$ cat config.mk
export PLATFORM = sky130hd
export DESIGN_NAME = coherence_bus_ctrl
export DESIGN_NICKNAME = d
export VERILOG_FILES = /design/src/rtl/coherence_bus_ctrl.sv
export SDC_FILE = /design/constraint.sdc
export NUM_CORES = 1
export LEC_CHECK = 0
export ABC_AREA = 0
export CAP_MARGIN = 30
export CORE_AREA = 10 10 124 126
export CTS_CLUSTER_DIAMETER = 30
export DETAILED_ROUTE_END_ITERATION = 6
export DIE_AREA = 0 0 134 136
export HOLD_SLACK_MARGIN = 0.12
export PLACE_DENSITY = 0.78
export SLEW_MARGIN = 25
export SYNTH_ARGS = -nofsm -noshare
export SYNTH_HDL_FRONTEND = slang
export SYNTH_SLANG_ARGS = --single-unit
$ cat constraint.sdc
create_clock -name CLK -period 2.4 [get_ports CLK]
set_clock_uncertainty 0.2 [all_clocks]
set_input_delay 0.24 -clock CLK [delete_from_list [all_inputs] [get_ports CLK]]
set_output_delay 0.24 -clock CLK [all_outputs]
set_load 0.01 [all_outputs]
$ cat src/rtl/coherence_bus_ctrl.sv
// Snooping-bus MSI coherence controller for NCPU cores: round-robin grant, snoop broadcast,
// cache-to-cache forwarding with concurrent memory update, memory fill, writeback and upgrade.
package cpu_types_pkg;
    typedef enum logic [1:0] {FREE, BUSY, ACCESS, ERROR} ramstate_t;
endpackage

module coherence_bus_ctrl
    import cpu_types_pkg::*;
#(
    parameter int NCPU     = 2,
    parameter int BLKWORDS = 2,
    parameter int SNPLAT   = 2,
    localparam int WSW     = (BLKWORDS > 1) ? $clog2(BLKWORDS) : 1,
    localparam int IDW     = $clog2(NCPU)
) (
    input  logic                  CLK,
    input  logic                  nRST,
    input  logic [NCPU-1:0]       req,
    input  logic [NCPU-1:0][1:0]  reqtype,
    input  logic [NCPU-1:0][31:0] daddr,
    input  logic [NCPU-1:0][31:0] dstore,
    input  logic [NCPU-1:0]       hitm,
    output logic [NCPU-1:0]       dwait,
    output logic [NCPU-1:0][31:0] dload,
    output logic [WSW-1:0]        wordsel,
    output logic [NCPU-1:0]       ccwait,
    output logic [NCPU-1:0]       ccinv,
    output logic [31:0]           ccsnoopaddr,
    output logic [31:0]           ramaddr,
    output logic [31:0]           ramstore,
    output logic                  ramREN,
    output logic                  ramWEN,
    input  logic [31:0]           ramload,
    input  ramstate_t             ramstate
);
    localparam int OFFW = $clog2(BLKWORDS) + 2;
    localparam int SCW  = $clog2(SNPLAT + 1);

    typedef enum logic [2:0] {IDLE, SNOOP, FILL, FWD, WB, INV, DONE} state_t;
    typedef enum logic [1:0] {T_RD, T_RDX, T_UPG, T_WB} reqtype_t;

    state_t        state;
    reqtype_t      ttype;
    logic [IDW-1:0] id, owner, last, winner, hit_idx;
    logic [31:0]   base, word_addr;
    logic [WSW-1:0] k;
    logic [SCW-1:0] scnt;
    logic          first, any_req, any_hit, last_word, acc;
    logic [NCPU-1:0] others;
    logic          unused_addr_lo;

    // Round-robin: first requester strictly after the previous winner.
    always_comb begin
        winner  = last;
        any_req = 1'b0;
        for (int i = 1; i <= NCPU; i++) begin
            if (!any_req && req[(int'(last) + i) % NCPU]) begin
                any_req = 1'b1;
                winner  = IDW'((int'(last) + i) % NCPU);
            end
        end
    end

    // Descending scan so the lowest-numbered M holder supplies when several claim it.
    always_comb begin
        any_hit = 1'b0;
        hit_idx = '0;
        for (int j = NCPU - 1; j >= 0; j--) begin
            if (hitm[j] && IDW'(j) != id) begin
                any_hit = 1'b1;
                hit_idx = IDW'(j);
            end
        end
    end

    always_comb begin
        unused_addr_lo = 1'b0;
        for (int i = 0; i < NCPU; i++) unused_addr_lo = unused_addr_lo ^ (^daddr[i][OFFW-1:0]);
    end

    assign last_word = (k == WSW'(BLKWORDS - 1));
    assign acc       = (ramstate == ACCESS);
    assign word_addr = base + 32'({k, 2'b00});
    assign others    = ~(NCPU'(1) << id);

    // NOTE: state registers use non-blocking assignments so every flop samples pre-edge values.
    always_ff @(posedge CLK or negedge nRST) begin
        if (!nRST) begin
            state <= IDLE;
            ttype <= T_RD;
            last  <= IDW'(NCPU - 1);
            id    <= '0;
            owner <= '0;
            base  <= '0;
            k     <= '0;
            scnt  <= '0;
            first <= 1'b0;
        end else begin
            case (state)
                IDLE: if (any_req) begin
                    id    <= winner;
                    last  <= winner;
                    ttype <= reqtype_t'(reqtype[winner]);
                    base  <= {daddr[winner][31:OFFW], {OFFW{1'b0}}};
                    k     <= '0;
                    scnt  <= '0;
                    state <= (reqtype_t'(reqtype[winner]) == T_WB) ? WB : SNOOP;
                end
                SNOOP: if (scnt == SCW'(SNPLAT - 1)) begin
                    scnt  <= '0;
                    owner <= hit_idx;
                    first <= 1'b1;
                    if (ttype == T_UPG)  state <= INV;
                    else if (any_hit)    state <= FWD;
                    else                 state <= FILL;
                end else begin
                    scnt <= scnt + SCW'(1);
                end
                FILL, FWD, WB: begin
                    first <= 1'b0;
                    if (acc) begin
                        if (last_word) begin
                            k     <= '0;
                            state <= DONE;
                        end else begin
                            k <= k + WSW'(1);
                        end
                    end
                end
                INV:     state <= DONE;
                DONE:    state <= IDLE;
                default: state <= IDLE;
            endcase
        end
    end

    // NOTE: every output gets a default before the case so no path leaves one unassigned (no latches).
    always_comb begin
        dwait       = '1;
        dload       = '0;
        wordsel     = '0;
        ccwait      = '0;
        ccinv       = '0;
        ccsnoopaddr = '0;
        ramaddr     = '0;
        ramstore    = '0;
        ramREN      = 1'b0;
        ramWEN      = 1'b0;
        case (state)
            SNOOP: begin
                ccwait      = others;
                ccsnoopaddr = base;
            end
            INV: begin
                ccwait      = others;
                ccsnoopaddr = base;
                ccinv       = others;
                dwait[id]   = 1'b0;
            end
            FILL: begin
                ccwait      = others;
                ccsnoopaddr = base;
                ramREN      = 1'b1;
                ramaddr     = word_addr;
                dload[id]   = ramload;
                wordsel     = k;
                if (first && ttype == T_RDX) ccinv = others;
                if (acc) dwait[id] = 1'b0;
            end
            FWD: begin
                ccwait      = others;
                ccsnoopaddr = base;
                ramWEN      = 1'b1;
                ramaddr     = word_addr;
                ramstore    = dstore[owner];
                dload[id]   = dstore[owner];
                wordsel     = k;
                if (acc) begin
                    dwait[id]    = 1'b0;
                    dwait[owner] = 1'b0;
                    if (last_word && ttype == T_RDX) ccinv[owner] = 1'b1;
                end
            end
            WB: begin
                ramWEN   = 1'b1;
                ramaddr  = word_addr;
                ramstore = dstore[id];
                wordsel  = k;
                if (acc) dwait[id] = 1'b0;
            end
            default: ;
        endcase
    end
endmodule

==> results by group <==
Synthesis
  – Synth top area share: 25.5%
  – Seq/Total Area, Yosys: about a quarter
  – Post-synthesis async set-or-reset flop share: 100%
  – Syn Inst Count: between 500 and 600
  – Synth unique cells: slightly below 50
  – Synthesized area per cell: around 7.5 um2
  – Largest cells by area after synthesis: dfrtp_1 (26%), mux2i_1 (16%), nor2_1 (10%)
  – Most frequent cells after synthesis: nor2_1 (104), mux2i_1 (63), nand2_1 (45)
  – Yosys reg bits: slightly above 40
  – Top_reg_cell synth: dfrtp_1
  – Post-synth top area cell: dfrtp_1
  – Count of flip-flops with a built-in enable after synthesis: 0
  – Mapped cell area: roughly 3900 um2
  – Yosys warns: 0
  – Count leader, synth: nor2_1

Floorplanning
  – Top-Level Pins: 341
  – Core area: 13000 um2
  – DIE AREA: between 15000 and 20000 um2
  – Initial Util: a little under a third
  – Row cnt: 42
  – DIE WIDTH: roughly 130 um
  – Chip height: roughly 140 um

Cells and area
  – Nets@finish: between 1000 and 1500
  – Fillers: around 1300
  – Final core utilization: approximately 60%
  – Share of cells above drive strength 1: between 10% and 20%
  – P&R area growth vs syn: 98.4%

Route
  – Met1 Routed Length: between 7000 and 8000 um
  – Via count: about 5100
  – DR iter-0 viols: between 200 and 250
  – DRT Pass-1 Iters: 4
  – Vias per std cell: roughly 4.9
  – DR WL met2: approximately 11000 um
  – Routed Antenna Nets: 0
  – Post-DR wirelength/cell: around 21 um
  – Drt total wl: between 20000 and 25000 um
  – WL met3: around 2400 um
  – DR top layer: met4
  – Drt drc: 0

Placed design
  – Gpl congestion: between 0.9 and 1
  – Buffers on Ports: 329
  – Post-DP HPWL: approximately 17000 um
  – Dpl ws: -0.0611 ns

CTS
  – H-Tree Depth: 2
  – Clk buf depth: 2
  – Total clock sinks: 41
  – Cts bufs inserted: 5
  – CTS root buffer: clkbuf_16
  – Clock latency on the worst-skew pair: around 0.28 ns
  – Clock transition at path regs: ~0.060 ns
  – CTS tree: yes

Setup path
  – Largest stage delay on the critical path: approximately 0.41 ns
  – Worst path arrival time: approximately 2 ns
  – Worst Path Max Fanout: 16
  – CP top delay family: buffers and inverters
  – CP Cell Sequence: buf_8, inv_1, ha_4, a21oi_4, bufbuf_16, nor2b_1, dlygate4sd2_1
  – CP startpoint kind: flip-flop
  – Critical Setup Path Class: flip-flop to output port
  – Required @ worst endpoint: between 1.5 and 2 ns
  – Worst path slowest cell: dfrtp_1
  – CP bufs+invs: 4
  – Setup crit end kind: output port

Pwr
  – PwrDens: 1070 nW/um2
  – Leak Pwr: roughly 0.004 uW
  – Peak VDD IR: 0.493 mV
  – Final Total Pwr: ~8300 uW

Timing
  – Unrepaired setup endpoints after global routing: true
  – Slew Viols, Final: 0
  – Fin crit period: roughly 2.5 ns
  – Max Clock Freq: between 400 and 500 MHz
  – Period utilization: 103%
  – Tightest Pin Transition: 0.582 ns
  – Final setup vio count: 14
  – Post-route setup slack: -0.0768 ns
  – Final hold vios: 0
  – Relative slew slack: between 60% and 70%

Run status
  – Failing checks: setup timing
  – Status: finished with violations

GRT
  – Vias in the first global route: approximately 5000
  – GRT Total Usage: roughly a fifth
  – Grt total ovfl: 0
  – Maximum number of pins on one net before global-route repair: 69
  – First-pass GRT wire length: 29800 um
  – Initial antenna violation count: 1

Job
  – Max Cap Violations: 0

Min path
  – Hold crit path type: input port to async pin
[where the power goes]
part           internal, uW  switching (uW)  total (uW)
clock network           493             286         779
logic                  3050            3220        6270
registers              1030             264        1300
[registers in the layout, summed over array words and instances, names as in the netlist]
name	flops
first	1
ttype	2
base	29
id	1
scnt	2
owner	1
last	1
k	1
state	3
[path summary, 6_finish.rpt]
kind                                    end  slack (ns)  cells past startpoint      from
worst max-delay path            ramaddr[22]       -0.08                      7  state[2]
worst min-delay path               base[10]        0.26                      2      nRST
worst max register to register     base[18]        0.19                      8  state[1]
worst min register to register      base[4]        0.29                      2   base[4]
max in group asynchronous              last        1.16                      3      nRST
min in group CLK                    base[4]        0.29                      2   base[4]
[kinds of logic (layout without fill, tap and decap cells)]
kind of cell | Yosys count | after routing | share of synthesized area (%)
and+or+nand+nor | 236 | 236 | 28.8
AOI/OAI and AO/OA | 126 | 126 | 21.0
muxes | 65 | 65 | 16.7
buffers and inverters | 52 | 386 | 6.67
DFF | 41 | 41 | 26.2
adders and majority gates | 2 | 2 | 0.638
other | 1 | 6 | 0.0957
[placed cells by master, fill, tap and decap left out, types with 3 or more instances in the layout]
cell type	netlist	routed
a21oi_1	39	32
inv_1	3	3
conb_1	1	5
buf_2	20	3
a22o_1	34	34
o21ai_0	37	37
dfrtp_1	40	37
dlygate4sd2_1	0	79
mux2i_1	63	63
clkbuf_16	0	8
clkdlybuf4s15_1	0	4
dlymetal6s2s_1	0	28
nor2_1	104	104
dfrtp_2	0	3
a21oi_2	0	6
nor2b_1	36	33
buf_12	0	10
and2_1	30	30
buf_4	7	30
clkbuf_2	0	46
clkdlybuf4s50_1	0	165
nand2_1	45	44
[metrics by stage]
stage / std cells / TNS, ns / cell area [um2] / hold WS, ns
floorplan: 527 / 0 / 3940 / -0.256
global placement: 1017 / -0.0805 / 7600 / 0.0492
detailed placement: 1017 / -0.102 / 7600 / 0.0493
CTS: 1031 / -4.10 / 7730 / 0.280
global route: 1038 / -2.41 / 7780 / 0.326
finish: 1038 / -0.787 / 7780 / 0.263
[area by class of cell]
class / count / area [um2] / area share (%)
clock inverters: 2 / 38.8 / 0.499
flip-flops and latches: 41 / 1030 / 13.3
multi-input cells: 434 / 2760 / 35.5
inverters: 3 / 11.3 / 0.145
diodes: 1 / 2.50 / 0.0322
well taps: 176 / 220 / 2.83
repair buffers: 375 / 3590 / 46.1
clock buffers: 6 / 129 / 1.66
[metal layers]
layer / global-route usage [%] / up-vias
met3: 9.52 / 26
met1: 21.9 / 2333
li1: - / 2449
met2: 36.5 / 280
met5: 0 / -
met4: 5.20 / 0
[repair_timing]
item,in CTS,in global routing
gates resized for setup,153,154
hold buffers,1,0
endpoints found under the hold margin,21,0
cloned,1,3
endpoints found under the setup margin,162,101
setup buffers,4,4
pin swaps,0,2
[worst register-to-register path: stages, from the launching register on]
cell	delay [ns]
dfrtp_1	0.38
buf_4	0.14
buf_12	0.13
buf_4	0.16
nor3_1	0.39
o21ai_4	0.09
buf_4	0.32
nand2_1	0.18
o21ai_0	0.08
No activity file was read; power rests on OpenSTA's default activity.
